<file path="src/rtl/mire_writer.sv">
// mire_writer: Wishbone master that fills the HDISP x VDISP frame buffer with a grid test pattern.
// Define MIRE_ANIM_EN to scroll the vertical grid lines by one pixel per frame.
module mire_writer #(
  parameter int unsigned HDISP = 800,
  parameter int unsigned VDISP = 480,
  parameter int unsigned BURST = 64
) (
  input  logic        sys_clk,
  input  logic        sys_rst,
  input  logic        en,
  output logic        wshb_cyc,
  output logic        wshb_stb,
  output logic        wshb_we,
  output logic [3:0]  wshb_sel,
  output logic [31:0] wshb_adr,
  output logic [31:0] wshb_dat_ms,
  output logic [2:0]  wshb_cti,
  output logic [1:0]  wshb_bte,
  input  logic        wshb_ack,
  input  logic        wshb_err,
  input  logic        wshb_rty,
  output logic        frame_done,
  output logic        bus_err
);

  localparam int unsigned XW = $clog2(HDISP);
  localparam int unsigned YW = $clog2(VDISP);
  localparam int unsigned SW = $clog2(BURST + 1);

  typedef enum logic [1:0] {IDLE, WRITE, PAUSE} state_t;

  state_t        state, next_state;
  logic [XW-1:0] x, nx;
  logic [YW-1:0] y, ny;
  logic [SW-1:0] sess;
  logic          retire, frame_end, burst_end, load;
  logic [3:0]    cur_off, nxt_off;

  function automatic logic [31:0] pix_adr(logic [XW-1:0] px, logic [YW-1:0] py);
    return (32'(py) * HDISP + 32'(px)) << 2;
  endfunction

  function automatic logic [31:0] pix_dat(logic [XW-1:0] px, logic [YW-1:0] py, logic [3:0] off);
    logic [3:0] xl;
    xl = 4'(px) + off;
    return ((xl == 4'd0) || (4'(py) == 4'd0)) ? 32'h00FF_FFFF : 32'h0000_0000;
  endfunction

  // Classic single writes: only cyc/stb vary, the rest of the bus is constant.
  assign wshb_cyc = (state == WRITE);
  assign wshb_stb = (state == WRITE);
  assign wshb_we  = 1'b1;
  assign wshb_sel = 4'hF;
  assign wshb_cti = 3'b000;
  assign wshb_bte = 2'b00;

  always_comb begin
    // NOTE: every combinational output gets a default first so no path can infer a latch.
    frame_end = (x == XW'(HDISP - 1)) && (y == YW'(VDISP - 1));
    burst_end = (sess == SW'(BURST - 1));
    nx        = x + XW'(1);
    ny        = y;
    if (x == XW'(HDISP - 1)) begin
      nx = '0;
      ny = (y == YW'(VDISP - 1)) ? '0 : y + YW'(1);
    end
  end

  always_comb begin
    next_state = state;
    retire     = 1'b0;
    case (state)
      IDLE:  if (en) next_state = WRITE;
      WRITE: begin
        // err retires like ack; rty alone leaves the strobe untouched.
        if (wshb_err || wshb_ack) begin
          retire = 1'b1;
          if (!en)            next_state = IDLE;
          else if (burst_end) next_state = PAUSE;
        end
      end
      PAUSE:   next_state = en ? WRITE : IDLE;
      default: next_state = IDLE;
    endcase
  end

  assign load = (state != WRITE) && (next_state == WRITE);

`ifdef MIRE_ANIM_EN
  logic [7:0] offset;

  always_ff @(posedge sys_clk or posedge sys_rst) begin
    if (sys_rst)                    offset <= 8'd0;
    else if (retire && frame_end)   offset <= offset + 8'd1;
  end

  // The first pixel of a new frame already uses the advanced offset.
  assign cur_off = offset[3:0];
  assign nxt_off = offset[3:0] + 4'(retire && frame_end);
`else
  assign cur_off = 4'd0;
  assign nxt_off = 4'd0;
`endif

  always_ff @(posedge sys_clk or posedge sys_rst) begin
    if (sys_rst) state <= IDLE;
    else         state <= next_state;
  end

  // NOTE: non-blocking assignments so every register samples pre-edge values of its neighbours.
  always_ff @(posedge sys_clk or posedge sys_rst) begin
    if (sys_rst) begin
      x           <= '0;
      y           <= '0;
      sess        <= '0;
      wshb_adr    <= '0;
      wshb_dat_ms <= '0;
      frame_done  <= 1'b0;
      bus_err     <= 1'b0;
    end else begin
      frame_done <= retire && frame_end;
      if (retire && wshb_err) bus_err <= 1'b1;
      if (retire) begin
        x           <= nx;
        y           <= ny;
        wshb_adr    <= pix_adr(nx, ny);
        wshb_dat_ms <= pix_dat(nx, ny, nxt_off);
        sess        <= (next_state == WRITE) ? sess + SW'(1) : '0;
      end else if (load) begin
        // Resuming from IDLE/PAUSE: present the pixel where writing stopped.
        wshb_adr    <= pix_adr(x, y);
        wshb_dat_ms <= pix_dat(x, y, cur_off);
      end
    end
  end

endmodule

</file>
<file path="config.mk">
export PLATFORM = sky130hd
export DESIGN_NAME = mire_writer
export DESIGN_NICKNAME = d
export VERILOG_FILES = /design/src/rtl/mire_writer.sv
export SDC_FILE = /design/constraint.sdc
export NUM_CORES = 1
export LEC_CHECK = 0
export ABC_AREA = 1
export BUFFER_PORTS_ARGS = -buffer_cell sky130_fd_sc_hd__buf_2
export CAP_MARGIN = 40
export CORE_ASPECT_RATIO = 0.6
export CORE_MARGIN = 2
export CORE_UTILIZATION = 35
export CTS_BUF_LIST = sky130_fd_sc_hd__clkbuf_4
export DETAILED_ROUTE_END_ITERATION = 6
export SYNTH_ARGS = -nofsm -noshare
export SYNTH_HDL_FRONTEND = slang
export SYNTH_SLANG_ARGS = --single-unit
</file>
<file path="constraint.sdc">
create_clock -name sys_clk -period 8.4 [get_ports sys_clk]
set_input_delay 0.42 -clock sys_clk [delete_from_list [all_inputs] [get_ports sys_clk]]
set_output_delay 0.42 -clock sys_clk [all_outputs]
set_load 0.02 [all_outputs]
</file>
==> impl_metrics.tcl, run 1 <==
set metrics [dict create \
    worstMarginPinSlew_ns 0.827 \
    dp.cells 1020 \
    cts_tree "built" \
    routed_wl_mm 13.1 \
    hold_viol_final 0 \
    grt_max_degree 52 \
    cts_root_buf "clkbuf_4" \
    dr.pass1.iters 5 \
    place_congestion 0.900 \
    drc 0 \
    ios 84 \
    rows 35 \
    final_common_cell "nand2_1" \
    most-common-layout-cells "nand2_1, inv_1, ha_1, nand3_1, buf_2" \
    slew_headroom_pct 44.7 \
    portBuffers 52 \
    cts_num_sinks 51 \
    finalSetupViolCount 0 \
    stdcell_count 1028 \
    slew_violations 0 \
    r2r_start "x[0]$_DFFE_PP0P_" \
    ir_worst_vdd_v 0.000133 \
    skew_ns 0.0117 \
    power_leakage_nw 3.47 \
    cts.path.max_buffers 2 \
    crit_type "reg -> reg" \
    seq_area_frac_synth_pct 22.7 \
    die_w_um 168 \
    power_density_nw_per_um2 322 \
    vias 4809 \
    rsz0062_at_grt "no" \
    synth_cell_types 41 \
    cp_data_required_time_ns 8.76 \
    chipHeight_um 102 \
    ant_nets 0 \
    r2r-end "wshb_adr[20]$_DFFE_PP0P_" \
    fmax_ghz 0.202 \
    first_global_vias 4120 \
    cpMostUsedCell "nand2_1" \
    nNetsFinal 920 \
    ys_ff_latch 51 \
    numCtsBuffers 5 \
    clk_pin_slew_ns 0.17 \
    status "complete, no violations" \
    finalCriticalPeriod_ns 4.95 \
    worstSetupEndpointType "register" \
    drive_gt1_share_pct 11.6 \
    initial_core_util_pct 36.2 \
    syn_to_final_growth_pct 4.18 \
    ctsHoldBuffers 0 \
    h-tree-depth 2 \
    grt_overflow 0 \
    coreArea_sq_um 15500 \
    cp_data_arrival_time_ns 5.31 \
    placed_cell_area_sq_um 5810 \
    avgRoutedWirePerCell_um 12.7 \
    setup_tns_ns 0 \
    n_antenna_cell 0 \
    first_iter_violations 361 \
    hp-class "in -> async" \
    drv_cap 0 \
    netlist_area_sq_um 5630 \
    track_usage_pct 16.0 \
    die_area_sq_um 17100 \
    fin_crit_sh_pct 59.0 \
    clk_latency_ns 0.40 \
    fill_cells 1634 \
    cts_resized 0 \
    synthCells 799 \
    crit_fanout 10 \
    power_mw 1.89 \
    startpoint_type "register" \
    antenna_found_initial 0 \
    yosys_warnings 0 \
    critPathMaxStageDelay_ns 0.52 \
    dpl.hpwl_mm 10.6 \
    slowest_stage "a21oi_1" \
    grt_pass1_wl_mm 21.6 \
    avgSynthCellArea_sq_um 7.04 \
    cts_setup_buffers 0 \
    reg2reg_depth 26 \
    final_cell_area_sq_um 5860 \
    vias_per_cell 4.68 \
    worst-r2r-setup-slack_ns 3.45 \
]
==> worst max-delay path: cells and delay by family, from the launching register on <==
kind | cells | cell delay (ns)
fa+ha+maj | 5 | 1.65
flops | 1 | 0.44
compound gates | 3 | 0.84
simple gates | 16 | 1.87
buf+inv | 2 | 0.09
==> area by class of cell <==
class,count,area [sq um],area share (%)
Sequential cell,51,1280,21.8
Clock inverter,3,18.8,0.320
Timing Repair Buffer,54,275,4.70
Multi-Input combinational cell,578,3500,59.6
Tap cell,203,254,4.33
Inverter,134,504,8.60
Clock buffer,5,37.5,0.640
==> power breakdown <==
part	switching, mW	leakage, nW	internal (mW)
logic	0.881	2.78	0.449
clock network	0.0891	0.0354	0.0330
registers	0.102	0.654	0.332
==> worst max-delay path by stage <==
stage,from,end,slack [ns],depth (start not counted)
floorplan,x[0]$_DFFE_PP0P_,wshb_adr[20]$_DFFE_PP0P_,4.39,25
global placement,x[0]$_DFFE_PP0P_,wshb_adr[20]$_DFFE_PP0P_,3.53,26
detailed placement,x[0]$_DFFE_PP0P_,wshb_adr[20]$_DFFE_PP0P_,3.49,26
CTS,x[0]$_DFFE_PP0P_,wshb_adr[20]$_DFFE_PP0P_,3.44,26
global route,x[0]$_DFFE_PP0P_,wshb_adr[20]$_DFFE_PP0P_,2.96,26
finish,x[0]$_DFFE_PP0P_,wshb_adr[20]$_DFFE_PP0P_,3.45,26
==> metal layers <==
metal / global-route usage [%] / routed length (um) / up-vias
met5: 0 / 0 / -
met4: 2.54 / 78 / 0
met3: 2.90 / 796 / 7
met2: 19.9 / 4450 / 123
met1: 27.5 / 7740 / 2150
li1: - / - / 2529
==> cell usage after synthesis <==
| master | n | area share (%) |
|---|---|---|
| o21bai_1 | 1 | 0.13 |
| o21a_1 | 2 | 0.27 |
| nand3_1 | 61 | 5.4 |
| xnor2_1 | 2 | 0.31 |
| inv_1 | 128 | 8.5 |
| buf_2 | 4 | 0.36 |
| nand2_2 | 2 | 0.22 |
| o21ai_1 | 5 | 0.44 |
| buf_1 | 1 | 0.067 |
| nand3_4 | 1 | 0.31 |
| nand3b_1 | 5 | 0.67 |
| xor2_1 | 6 | 0.93 |
| clkinv_2 | 1 | 0.089 |
| buf_4 | 56 | 7.5 |
| ha_1 | 80 | 18 |
| a21oi_1 | 34 | 3.0 |
| nor2_1 | 45 | 3.0 |
| o311ai_0 | 1 | 0.16 |
| o22ai_1 | 1 | 0.11 |
| nand3_2 | 4 | 0.71 |
| a21o_1 | 2 | 0.27 |
| nor3_4 | 1 | 0.29 |
| a21oi_2 | 1 | 0.16 |
| o21ai_0 | 30 | 2.7 |
| nand4_1 | 15 | 1.7 |
| nor3b_4 | 1 | 0.33 |
| or2_2 | 6 | 0.67 |
| nor3_1 | 5 | 0.44 |
| fa_1 | 10 | 3.6 |
| dfrtp_1 | 51 | 23 |
| o211ai_1 | 1 | 0.13 |
| nor2_2 | 5 | 0.56 |
| nor4_1 | 1 | 0.11 |
| conb_1 | 2 | 0.13 |
| a31oi_1 | 7 | 0.78 |
| inv_2 | 5 | 0.33 |
| clkbuf_1 | 3 | 0.20 |
| o21ai_2 | 1 | 0.16 |
| nor2_4 | 4 | 0.80 |
| nand2_1 | 207 | 14 |
| nor4_2 | 1 | 0.22 |
==> flip-flops by register name (all words and copies together), names as in the netlist <==
| name | count |
|---|---|
| state | 2 |
| sess | 7 |
| wshb_dat_ms | 1 |
| frame_done | 1 |
| x | 10 |
| y | 9 |
| wshb_adr | 20 |
| bus_err | 1 |
==> kinds of logic after synthesis <==
kind of cell,after synthesis,synth area share [%]
AND/OR/NAND/NOR,364,29.2
buffers and inverters,198,17.1
adder cells (fa/ha/maj),90,21.3
AO/OA/AOI/OAI,86,8.29
flip-flops,51,22.7
XOR/XNOR,8,1.25
other,2,0.133
==> per-stage QoR <==
step	hold slack [ns]	utilization [%]	setup WS [ns]
2_1_floorplan	0.428	-	4.39
3_3_place_gp	0.446	37.3	3.53
3_5_place_dp	0.450	37.3	3.49
4_1_cts	0.185	37.7	3.44
5_1_grt	0.203	37.7	2.96
6_report	0.152	37.7	3.45
(Power assumes the default switching activity.)
==> run 2: changes to the inputs <==
--- a/config.mk
+++ b/config.mk
@@ -5,7 +5,7 @@
 export SDC_FILE = /design/constraint.sdc
 export NUM_CORES = 1
 export LEC_CHECK = 0
-export ABC_AREA = 1
+export ABC_AREA = 0
 export BUFFER_PORTS_ARGS = -buffer_cell sky130_fd_sc_hd__buf_2
 export CAP_MARGIN = 40
 export CORE_ASPECT_RATIO = 0.6
==> constraint.sdc (replaced) <==
create_clock -name sys_clk -period 4.39 [get_ports sys_clk]
set_input_delay 0.2195 -clock sys_clk [delete_from_list [all_inputs] [get_ports sys_clk]]
set_output_delay 0.2195 -clock sys_clk [all_outputs]
set_load 0.02 [all_outputs]
==> run 2 against run 1 <==
Effect of this change:
- the flow now finishes with violations (setup timing)
- power decreased by 8.1%
- first-iteration DRC count decreased by 17%
- flip-flop and latch count unchanged
- synthesized area decreased by 4.6%
- wire length increased by 11%
- clock power increased by 99%
- core utilization increased by 6.6 points
- non-clock buffer count increased by 96
- fmax increased by 8.1%
==> impl_metrics.tcl, run 2 <==
set metrics [dict create \
    syn_to_final_growth_pct 24.9 \
    first_global_vias 4484 \
    yosysTopAreaCellShare_pct 23.8 \
    slew_violations 0 \
    r2r-end "wshb_adr[20]$_DFFE_PP0P_" \
    cts_num_sinks 51 \
    portBuffers 52 \
    r2r_start "x[0]$_DFFE_PP0P_" \
    fin_crit_sh_pct 104 \
    power.internal_mw 1.01 \
    reg_top3 "wshb_adr x20, x x10, y x9" \
    clk_pin_slew_ns 0.18 \
    final_common_cell "buf_4" \
    crit_type "reg -> reg" \
    holdPathStages 3 \
    first_iter_violations 301 \
    dp.cells 926 \
    numCtsBuffers 5 \
    power_density_nw_per_um2 258 \
    cts_tree "built" \
    dpl.hpwl_mm 11.2 \
    async_flop_share_pct 100 \
    h-tree-depth 2 \
    holdCritStartpoint "en" \
    place_congestion 0.890 \
    worst-r2r-setup-slack_ns -0.19 \
    p_sw_share_pct 41.9 \
    routed_wl_mm 14.5 \
    vias 4812 \
    ios 84 \
    seq_area_frac_synth_pct 23.8 \
    synth_flop_cell "dfrtp_1" \
    drc 0 \
    power_leakage_nw 3.33 \
    dr.pass1.iters 4 \
    fmax_ghz 0.218 \
    drv_cap 0 \
    antenna_found_initial 1 \
    rows 35 \
    wl_met1_mm 7.18 \
    vias_per_cell 5.04 \
    ys_ff_latch 51 \
    grt_overflow 0 \
    slowest_stage "fa_1" \
    cts_root_buf "clkbuf_4" \
    setup_tns_ns -0.574 \
    crit_fanout 4 \
    rsz0062_at_grt "yes" \
    skew_ns 0.0274 \
    yosys-top-cells-area "dfrtp_1, ha_1, buf_4" \
    stdcell_count 954 \
    violations "setup timing" \
    routed.top_layer "met4" \
    die_area_sq_um 16400 \
    pwr-share-comb_pct 50.9 \
    reg2reg_depth 22 \
    cts.path.max_buffers 2 \
    status "finished with violations" \
    setup_slack_ns -0.193 \
    layout.area.seq_sq_um 1280 \
    synth_edf_count 0 \
    met3_length_um 826 \
    p_switching_uw 725 \
    finalSetupViolCount 4 \
    synth_cell_types 56 \
    power.share.sequential_pct 35.0 \
    path_cells "ha_2 -> nand2_2 -> nor2_4 -> nand2_2 -> nor3b_4 -> nand2_2 -> mux2i_4 -> inv_2 -> ha_4 -> ha_4 -> inv_2 -> fa_1 -> inv_2 -> ha_4 -> a211o_1 -> and3_4 -> o31a_1 -> nor2_1 -> o21ai_0 -> xor2_1 -> xor2_1 -> a211oi_1" \
    netlist_area_sq_um 5370 \
    cp_data_arrival_time_ns 4.93 \
    synth_most_common_cell "ha_1" \
    ant_nets 0 \
    startpoint_type "register" \
    most-common-layout-cells "buf_4, ha_1, nand2_1, buf_2, dfrtp_1" \
    worstSetupEndpointType "register" \
    nNetsFinal 844 \
    path_buf_inv 3 \
    synthCells 634 \
    slew_headroom_pct 44.3 \
    grt_pass1_wl_mm 22.8 \
    avgSynthCellArea_sq_um 8.47 \
    worstMarginPinSlew_ns 0.826 \
    ir_worst_vdd_v 0.000117 \
    hp-class "in -> reg" \
    initial_core_util_pct 35.4 \
    synthTopCellsByCount "ha_1, nand2_1, inv_1" \
    cp_top_family "adder cells" \
    track_usage_pct 17.5 \
    yosys_warnings 0 \
    cp_data_required_time_ns 4.74 \
    die_w_um 164 \
    hold_path_end "state[1]$_DFF_PP0_" \
    hold_viol_final 0 \
    regMostFlops "wshb_adr" \
    multi_input_area_sq_um 3900 \
    chipHeight_um 99.9 \
    fill_cells 1466 \
    yosysTopAreaCell "dfrtp_1" \
    avgRoutedWirePerCell_um 15.2 \
    clk_latency_ns 0.42 \
    critPathMaxStageDelay_ns 0.48 \
    wl_met2_mm 6.29 \
    coreArea_sq_um 15200 \
    clkPwrFrac_pct 14.1 \
    grt_max_degree 52 \
    largest_register_ffs 20 \
    drive_gt1_share_pct 31.2 \
    finalCriticalPeriod_ns 4.58 \
]
-- run 2: worst register-to-register path: cells and delay by family (launching register included) --
| kind | cells | cell delay (ns) |
|---|---|---|
| AOI/OAI and AO/OA | 4 | 0.97 |
| xor gates and xnor gates | 2 | 0.37 |
| adders and majority gates | 5 | 1.27 |
| buffers and inverters | 3 | 0.18 |
| DFF | 1 | 0.39 |
| muxes | 1 | 0.25 |
| and+or+nand+nor | 7 | 1.12 |
-- run 2: logic make-up (layout without fill, tap and decap cells) --
group	Yosys count	count (layout)	share of synthesized area (%)
buffers and inverters	126	213	12.6
AOI/OAI and AO/OA	136	136	16.3
adders and majority gates	90	90	22.4
other	2	32	0.140
and+or+nand+nor	179	179	16.4
xor gates and xnor gates	42	42	6.85
DFF	51	51	23.8
muxes	8	8	1.63
-- run 2: how the worst max path moves through the flow --
| stage | start | to | slack, ns | cells after the start |
|---|---|---|---|---|
| final | x[0]$_DFFE_PP0P_ | wshb_adr[20]$_DFFE_PP0P_ | -0.19 | 22 |
| after detailed placement | x[1]$_DFFE_PP0P_ | wshb_adr[20]$_DFFE_PP0P_ | -0.36 | 22 |
| after global routing | x[0]$_DFFE_PP0P_ | wshb_adr[20]$_DFFE_PP0P_ | -0.43 | 22 |
| after floorplan | x[0]$_DFFE_PP0P_ | wshb_adr[19]$_DFFE_PP0P_ | -0.07 | 22 |
| after global placement | x[1]$_DFFE_PP0P_ | wshb_adr[20]$_DFFE_PP0P_ | -0.21 | 22 |
| after CTS | x[0]$_DFFE_PP0P_ | wshb_adr[20]$_DFFE_PP0P_ | -0.09 | 22 |
-- run 2: cell type report --
cell class / count / share of cell area (%)
Clock buffer: 6 / 0.672
Tap cell: 203 / 3.79
Sequential cell: 51 / 19.0
Multi-Input combinational cell: 485 / 58.1
Inverter: 55 / 3.08
Timing Repair Buffer: 150 / 15.1
Antenna cell: 2 / 0.0746
Clock inverter: 2 / 0.187
-- run 2: repair_timing --
item                                   4_1_cts  5_1_grt
buffers inserted                            10        8
setup endpoints to repair                    6        7
pin swaps                                   31       23
resized for setup                           29       16
hold buffers                                 1        0
endpoints found under the hold margin       26        0
-- run 2: through the flow --
stage | power, mW | instance area, sq um | setup WS (ns) | util (%) | hold WS [ns]
after floorplan | 1.15 | 5600 | -0.0658 | - | 0.332
after global placement | 1.37 | 6230 | -0.212 | 41.1 | 0.430
after detailed placement | 1.39 | 6260 | -0.355 | 41.3 | 0.444
after CTS | 1.69 | 6570 | -0.0941 | 43.4 | 0.0344
after global routing | 1.85 | 6710 | -0.428 | 44.3 | 0.0411
final | 1.73 | 6710 | -0.193 | 44.3 | 0.0482
-- run 2: power groups by stage --
| stage | Sequential [mW] | Combinational, mW | Clock [mW] |
|---|---|---|---|
| floorplan | 0.673 | 0.480 | 0 |
| global placement | 0.614 | 0.757 | 0 |
| detailed placement | 0.617 | 0.775 | 0 |
| CTS | 0.608 | 0.833 | 0.249 |
| global route | 0.619 | 0.962 | 0.266 |
| finish | 0.607 | 0.882 | 0.243 |
-- run 2: layer usage --
metal / up-vias / GRT usage (%)
met2: 153 / 26.1
met4: 0 / 3.78
met3: 18 / 2.56
li1: 2337 / -
met5: - / 0
met1: 2304 / 26.7
